File: src/rtl/instr_encoder.sv
// RV64IM instruction encoder: validates one request per handshake, builds the
// 32-bit machine word, and packs consecutive legal words into 64-bit fetch
// words (first instruction in [31:0]).
//
// Handshake: a transfer happens on a rising edge where valid && ready are both
// high. Valid never waits for ready. in_ready does not depend on in_valid. Once
// out_valid is high, out_data/out_half stay stable until out_ready is seen.
module instr_encoder (
  input  logic        clk,
  input  logic        reset,
  input  logic        in_valid,
  output logic        in_ready,
  input  logic [5:0]  in_op,
  input  logic [4:0]  in_rd,
  input  logic [4:0]  in_rs1,
  input  logic [4:0]  in_rs2,
  input  logic [31:0] in_imm,
  input  logic        in_last,
  output logic        out_valid,
  input  logic        out_ready,
  output logic [63:0] out_data,
  output logic        out_half,
  output logic        err,
  output logic [15:0] err_cnt,
  output logic        pack_state
);

  localparam logic [31:0] ENC_NOP = 32'h0000_0013;

  typedef enum logic [2:0] {FMT_R, FMT_I, FMT_S, FMT_B, FMT_U, FMT_J} fmt_t;
  typedef enum logic {EMPTY = 1'b0, HALF = 1'b1} pack_t;

  logic        en;
  fmt_t        fmt;
  logic [6:0]  opcode;
  logic [2:0]  f3;
  logic [6:0]  f7;
  logic [11:0] i_field;
  logic        ok;
  logic [31:0] enc_word;
  logic        fits12, fits_b, fits_j, sh6, sh5;

  logic        e_valid, e_legal, e_last;
  logic [31:0] e_word;
  pack_t       state;
  logic [31:0] low;

  // Whole pipeline advances together whenever the output slot can move.
  assign en         = !out_valid || out_ready;
  assign in_ready   = en;
  assign pack_state = state;

  assign fits12 = (in_imm[31:11] == {21{in_imm[11]}});
  assign fits_b = (in_imm[31:12] == {20{in_imm[12]}}) && !in_imm[0];
  assign fits_j = (in_imm[31:20] == {12{in_imm[20]}}) && !in_imm[0];
  assign sh6    = (in_imm[31:6] == 26'd0);
  assign sh5    = (in_imm[31:5] == 27'd0);

  // Mnemonic decode: format, opcode, funct fields and immediate legality.
  always_comb begin
    fmt     = FMT_R;
    opcode  = 7'h33;
    f3      = 3'd0;
    f7      = 7'h00;
    ok      = 1'b1;
    i_field = in_imm[11:0];
    case (in_op)
      6'd0:  f3 = 3'd0;
      6'd1:  f7 = 7'h20;
      6'd2:  f3 = 3'd1;
      6'd3:  f3 = 3'd2;
      6'd4:  f3 = 3'd3;
      6'd5:  f3 = 3'd4;
      6'd6:  f3 = 3'd5;
      6'd7:  begin f3 = 3'd5; f7 = 7'h20; end
      6'd8:  f3 = 3'd6;
      6'd9:  f3 = 3'd7;
      6'd10, 6'd11, 6'd12, 6'd13, 6'd14, 6'd15, 6'd16, 6'd17: begin
        f7 = 7'h01;
        f3 = 3'(in_op - 6'd10);
      end
      6'd18: opcode = 7'h3B;
      6'd19: begin opcode = 7'h3B; f7 = 7'h20; end
      6'd20: begin opcode = 7'h3B; f3 = 3'd1; end
      6'd21: begin opcode = 7'h3B; f3 = 3'd5; end
      6'd22: begin opcode = 7'h3B; f3 = 3'd5; f7 = 7'h20; end
      6'd23: begin opcode = 7'h3B; f7 = 7'h01; end
      6'd24: begin opcode = 7'h3B; f7 = 7'h01; f3 = 3'd4; end
      6'd25: begin opcode = 7'h3B; f7 = 7'h01; f3 = 3'd5; end
      6'd26: begin opcode = 7'h3B; f7 = 7'h01; f3 = 3'd6; end
      6'd27: begin opcode = 7'h3B; f7 = 7'h01; f3 = 3'd7; end
      6'd28: begin fmt = FMT_I; opcode = 7'h13; ok = fits12; end
      6'd29: begin fmt = FMT_I; opcode = 7'h13; f3 = 3'd2; ok = fits12; end
      6'd30: begin fmt = FMT_I; opcode = 7'h13; f3 = 3'd3; ok = fits12; end
      6'd31: begin fmt = FMT_I; opcode = 7'h13; f3 = 3'd4; ok = fits12; end
      6'd32: begin fmt = FMT_I; opcode = 7'h13; f3 = 3'd6; ok = fits12; end
      6'd33: begin fmt = FMT_I; opcode = 7'h13; f3 = 3'd7; ok = fits12; end
      6'd34, 6'd35, 6'd36: begin
        fmt     = FMT_I;
        opcode  = 7'h13;
        f3      = (in_op == 6'd34) ? 3'd1 : 3'd5;
        ok      = sh6;
        i_field = {1'b0, (in_op == 6'd36), 4'b0, in_imm[5:0]};
      end
      6'd37: begin fmt = FMT_I; opcode = 7'h1B; ok = fits12; end
      6'd38, 6'd39, 6'd40: begin
        fmt     = FMT_I;
        opcode  = 7'h1B;
        f3      = (in_op == 6'd38) ? 3'd1 : 3'd5;
        ok      = sh5;
        i_field = {1'b0, (in_op == 6'd40), 5'b0, in_imm[4:0]};
      end
      6'd41, 6'd42, 6'd43, 6'd44, 6'd45, 6'd46, 6'd47: begin
        fmt = FMT_I; opcode = 7'h03; f3 = 3'(in_op - 6'd41); ok = fits12;
      end
      6'd48, 6'd49, 6'd50, 6'd51: begin
        fmt = FMT_S; opcode = 7'h23; f3 = in_op[2:0]; ok = fits12;
      end
      6'd52: begin fmt = FMT_B; opcode = 7'h63; f3 = 3'd0; ok = fits_b; end
      6'd53: begin fmt = FMT_B; opcode = 7'h63; f3 = 3'd1; ok = fits_b; end
      6'd54: begin fmt = FMT_B; opcode = 7'h63; f3 = 3'd4; ok = fits_b; end
      6'd55: begin fmt = FMT_B; opcode = 7'h63; f3 = 3'd5; ok = fits_b; end
      6'd56: begin fmt = FMT_B; opcode = 7'h63; f3 = 3'd6; ok = fits_b; end
      6'd57: begin fmt = FMT_B; opcode = 7'h63; f3 = 3'd7; ok = fits_b; end
      6'd58: begin fmt = FMT_U; opcode = 7'h37; ok = (in_imm[11:0] == 12'd0); end
      6'd59: begin fmt = FMT_U; opcode = 7'h17; ok = (in_imm[11:0] == 12'd0); end
      6'd60: begin fmt = FMT_J; opcode = 7'h6F; ok = fits_j; end
      6'd61: begin fmt = FMT_I; opcode = 7'h67; ok = fits12; end
      default: ok = 1'b0;
    endcase
  end

  // Field placement per instruction format.
  always_comb begin
    enc_word = 32'd0;
    case (fmt)
      FMT_R: enc_word = {f7, in_rs2, in_rs1, f3, in_rd, opcode};
      FMT_I: enc_word = {i_field, in_rs1, f3, in_rd, opcode};
      FMT_S: enc_word = {in_imm[11:5], in_rs2, in_rs1, f3, in_imm[4:0], opcode};
      FMT_B: enc_word = {in_imm[12], in_imm[10:5], in_rs2, in_rs1, f3,
                         in_imm[4:1], in_imm[11], opcode};
      FMT_U: enc_word = {in_imm[31:12], in_rd, opcode};
      FMT_J: enc_word = {in_imm[20], in_imm[10:1], in_imm[11], in_imm[19:12],
                         in_rd, opcode};
      default: enc_word = 32'd0;
    endcase
  end

  // Stage E: capture the encoded word on accept; empties on an idle advance.
  always_ff @(posedge clk) begin
    if (reset) begin
      e_valid <= 1'b0;
      e_legal <= 1'b0;
      e_last  <= 1'b0;
      e_word  <= 32'd0;
    end else if (en) begin
      e_valid <= in_valid;
      if (in_valid) begin
        e_legal <= ok;
        e_last  <= in_last;
        e_word  <= enc_word;
      end
    end
  end

  // Packer FSM, output register and illegal-request accounting.
  always_ff @(posedge clk) begin
    if (reset) begin
      state     <= EMPTY;
      low       <= 32'd0;
      out_valid <= 1'b0;
      out_data  <= 64'd0;
      out_half  <= 1'b0;
      err       <= 1'b0;
      err_cnt   <= 16'd0;
    end else begin
      err <= en && e_valid && !e_legal;
      if (en && e_valid && !e_legal && (err_cnt != 16'hFFFF))
        err_cnt <= err_cnt + 16'd1;
      if (en) begin
        out_valid <= 1'b0;
        if (e_valid) begin
          case (state)
            EMPTY: begin
              if (e_legal && e_last) begin
                out_valid <= 1'b1;
                out_data  <= {ENC_NOP, e_word};
                out_half  <= 1'b1;
              end else if (e_legal) begin
                low   <= e_word;
                state <= HALF;
              end
            end
            HALF: begin
              if (e_legal) begin
                out_valid <= 1'b1;
                out_data  <= {e_word, low};
                out_half  <= 1'b0;
                state     <= EMPTY;
              end else if (e_last) begin
                out_valid <= 1'b1;
                out_data  <= {ENC_NOP, low};
                out_half  <= 1'b1;
                state     <= EMPTY;
              end
            end
            default: state <= EMPTY;
          endcase
        end
      end
    end
  end

endmodule

File: config.mk
export PLATFORM = sky130hd
export DESIGN_NAME = instr_encoder
export DESIGN_NICKNAME = d
export VERILOG_FILES = /design/src/rtl/instr_encoder.sv
export SDC_FILE = /design/constraint.sdc
export NUM_CORES = 1
export LEC_CHECK = 0
export CORE_MARGIN = 2
export CORE_UTILIZATION = 52
export DETAILED_ROUTE_END_ITERATION = 8
export PLACE_DENSITY_LB_ADDON = 0.1
export SLEW_MARGIN = 5
export SYNTH_ARGS = -nofsm -noshare
export SYNTH_HDL_FRONTEND = slang
export SYNTH_SLANG_ARGS = --single-unit
File: constraint.sdc
create_clock -name clk -period 2.8 [get_ports clk]
set_clock_uncertainty 0.05 [all_clocks]
set_input_delay 0.56 -clock clk [delete_from_list [all_inputs] [get_ports clk]]
set_output_delay 0.56 -clock clk [all_outputs]
set_load 0.01 [all_outputs]
==> flow_metrics.py <==
metrics = {
    "synthesis": {
        "synth_nets": 939,
        "ys.flop_type": "dfxtp_1",
        "synth_cell_types": 76,
        "synth_edf_count": 0,
        "syn_area_per_cell_um2": 8.49,
        "ys_ff_latch": 147,
        "yosys.area.top_type_share_pct": 39.7,
        "ys_warn_count": 0,
        "synth-async-reset-ratio_pct": 0,
        "post_synth_instance_area_mm2": 0.00741,
        "seq_area_frac_synth_pct": 39.7,
        "yosysTopAreaCell": "dfxtp_1",
        "synth_area_leaders": "dfxtp_1, mux2i_1, nor2_1",
        "synthCells": 872,
    },
    "pwr": {
        "pwr-share-seq_pct": 40.7,
        "p_switching_mw": 1.36,
        "clkPwrFrac_pct": 45.4,
        "p_sw_share_pct": 25.2,
        "p_leak_nw": 4.11,
        "p_per_area_mw_per_mm2": 515,
        "pwr-share-comb_pct": 13.9,
        "p_int_mw": 4.05,
        "ir_drop_v": 0.000452,
    },
    "place": {
        "pre_cts_slack_ns": -0.614,
        "dp_hpwl_um": 18700,
        "gp_congestion": 1.00,
        "portBuffers": 142,
    },
    "cells_and_area": {
        "drive_gt1_share_pct": 16.9,
        "diodes": 0,
        "area_growth_pct": 41.7,
        "fin_nets": 1162,
        "post-route-util_pct": 75.6,
    },
    "global_route": {
        "grt_start_max_net_pins": 110,
        "antenna_found_initial": 0,
        "gr-total-overflow": 0,
        "grt_pass1_vias": 7661,
        "grt_pass1_wl_um": 39600,
        "grtUsageTotal_pct": 33.7,
    },
    "timing": {
        "fmax_ghz": 0.374,
        "min_period_ns": 2.67,
        "final_max_slew_viol_count": 0,
        "max_slew_margin_pct": 56.6,
        "worstMarginPinSlew_ns": 0.648,
        "setup_viol": 0,
        "layout_setup_ws_ns": 0.128,
        "hold_violations": 0,
        "fin_crit_sh_pct": 95.4,
        "rsz0062_at_grt": "no",
    },
    "critical_path": {
        "cp-start-kind": "input pin",
        "required_ns": 3.09,
        "critPathKind": "input pin to flop",
        "critPathMaxFanout": 7,
        "worstReg2RegStart": "err_cnt[7]",
        "ff2ff_path_depth": 7,
        "reg2reg_to": "err_cnt[4]",
        "arrival_ns": 2.97,
        "endpoint_kind": "flop",
        "reg2reg_slack_ns": 0.59,
    },
    "hold_path": {
        "worstHoldPathCells": 2,
        "hold_class": "flop to flop",
        "hp-start": "out_data[17]",
        "min_to": "out_data[17]",
    },
    "clock_network": {
        "cts_made_buffers": 17,
        "cts-root-buf": "clkbuf_16",
        "cts_tree": "yes",
        "clock_latency_ns": 0.43,
        "htreeDepth": 4,
        "clk_pin_slew_ns": 0.06,
        "clock-sinks": 147,
        "cts_buffer_depth": 2,
    },
    "routing": {
        "ant_nets": 0,
        "dr_total_vias": 7802,
        "wl_um": 25400,
        "first_pass_iters": 7,
        "drc": 0,
        "wl_per_cell_um": 19.8,
        "drt-initial-drc-count": 700,
        "viasPerCell": 6.06,
    },
    "floorplan": {
        "die_height_um": 123,
        "dieArea_mm2": 0.0152,
        "start_util_pct": 53.4,
        "placementRows": 43,
        "coreArea_mm2": 0.0139,
        "dieWidth_um": 123,
        "ioPinCount": 143,
    },
    "status": {
        "status": "finished clean",
    },
    "run": {
        "maxCapViolCount": 0,
    },
}
==> cell type report <==
class	count	area [µm²]
inverters	14	52.6
flip-flops and latches	147	2940
well taps	180	225
clock inverters	11	175
repair buffers	277	2520
clock buffers	20	457
fillers	964	3380
multi-input cells	638	4130
==> power by group through the flow <==
stage / Combinational [mW] / Clock (mW) / Sequential [mW]
6_report: 0.753 / 2.46 / 2.20
5_1_grt: 0.798 / 2.56 / 2.20
4_1_cts: 0.735 / 2.46 / 2.20
3_5_place_dp: 0.725 / 0 / 2.24
3_3_place_gp: 0.715 / 0 / 2.24
2_1_floorplan: 0.360 / 0 / 2.22
==> layout by cell type (no fill, tap or decap), types with 4 or more instances in the layout <==
| master | count |
|---|---|
| nand2_1 | 60 |
| a311oi_1 | 11 |
| a2bb2oi_1 | 9 |
| and4_1 | 7 |
| bufinv_16 | 4 |
| nand4_1 | 8 |
| a21oi_1 | 32 |
| nand2b_1 | 4 |
| xnor2_1 | 8 |
| a31oi_1 | 7 |
| nand3_1 | 15 |
| nor2_1 | 154 |
| ha_1 | 8 |
| clkbuf_16 | 17 |
| a211oi_1 | 45 |
| nor4_1 | 12 |
| nand3b_1 | 8 |
| or4_1 | 4 |
| a22oi_1 | 34 |
| nor3b_1 | 4 |
| o21ai_0 | 23 |
| buf_4 | 129 |
| nor3_1 | 15 |
| inv_1 | 13 |
| mux2i_1 | 68 |
| dfxtp_1 | 146 |
| buf_12 | 7 |
| a221oi_1 | 4 |
| mux2_2 | 4 |
| a32oi_1 | 5 |
| nor2b_1 | 7 |
| xor2_1 | 8 |
| a221o_1 | 5 |
| clkdlybuf4s50_1 | 139 |
==> through the flow <==
step           hold slack [ns]  TNS, ns  power [mW]  std cells  cell area [µm²]
2_1_floorplan            0.414        0        2.58        872             7410
3_3_place_gp             0.424   -11.91        2.95       1255             9850
3_5_place_dp             0.435   -14.18        2.97       1255             9850
4_1_cts                  0.448        0        5.40       1287            10500
5_1_grt                  0.470        0        5.56       1287            10500
6_report                 0.446        0        5.41       1287            10500
==> logic make-up (layout without fill, tap and decap cells) <==
| logic type | after synthesis | in the layout | synth area share [%] |
|---|---|---|---|
| compound gates | 217 | 217 | 21.4 |
| mux | 72 | 72 | 9.80 |
| xor+xnor | 16 | 16 | 1.89 |
| simple gates | 323 | 323 | 20.7 |
| flops | 147 | 147 | 39.7 |
| buf+inv | 87 | 322 | 4.78 |
| fa+ha+maj | 10 | 10 | 1.66 |
==> synthesized netlist by cell type, types with 3 or more instances <==
| master | instances |
|---|---|
| nand4_1 | 8 |
| nor4b_1 | 3 |
| o22ai_1 | 3 |
| o21ai_0 | 23 |
| a311oi_1 | 11 |
| inv_1 | 14 |
| nor4_1 | 12 |
| nand3b_1 | 8 |
| and4_1 | 7 |
| o211ai_1 | 3 |
| xnor2_1 | 8 |
| a22oi_1 | 34 |
| and3_1 | 3 |
| a2bb2oi_1 | 9 |
| a2111oi_0 | 3 |
| clkbuf_1 | 49 |
| nor3b_1 | 4 |
| a21oi_1 | 32 |
| a31oi_1 | 7 |
| a21o_1 | 3 |
| buf_2 | 9 |
| dfxtp_1 | 147 |
| nand3_1 | 16 |
| a222oi_1 | 3 |
| mux2_2 | 4 |
| a221oi_1 | 4 |
| nor3_1 | 15 |
| or4_1 | 4 |
| buf_1 | 11 |
| a221o_1 | 5 |
| a211o_1 | 3 |
| a211oi_1 | 45 |
| nor2_1 | 154 |
| mux2i_1 | 68 |
| xor2_1 | 8 |
| ha_1 | 9 |
| nand2_1 | 60 |
| nand2b_1 | 4 |
| nor2b_1 | 7 |
| a32oi_1 | 5 |
==> repair_timing <==
action | in CTS | in global routing
setup buffers | 1 | 0
hold buffers | 0 | 0
endpoints found under the setup margin | 22 | 0
resized for setup | 5 | 0
==> metal layers <==
metal	vias up	routed length (µm)	global-route usage (%)	share of wire [%]
met3	83	1780	6.23	7.0
met4	0	877	14.5	3.4
met2	384	12400	57.9	49
met5	-	0	0	0
li1	3647	-	-	-
met1	3688	10400	41.1	41
==> state kept, by name (all words and copies together), names as in the netlist <==
register and count:
err_cnt 16, low 31, out_valid 1, pack_state 1, out_data 62, out_half 1
e_legal 1, e_valid 1, err 1, e_last 1, e_word 31
==> critical path: stages <==
cell and delay (ns):
dlygate4sd2_1 0.27, inv_1 0.14, ha_2 0.36, nand2b_4 0.08, a311o_1 0.40, or3_1 0.36, or4_1 0.53, a311oi_1 0.25
==> worst max path at each step <==
stage | start | endpoint | slack (ns) | cells after the start
floorplan | in_op[0] | e_word[25] | 0.21 | 10
global placement | in_op[1] | e_legal | -0.55 | 8
detailed placement | in_op[1] | e_legal | -0.61 | 8
CTS | in_op[1] | e_legal | 0.17 | 8
global route | in_op[1] | e_word[25] | 0.02 | 13
finish | in_op[1] | e_legal | 0.13 | 8
(Power assumes the default switching activity.)
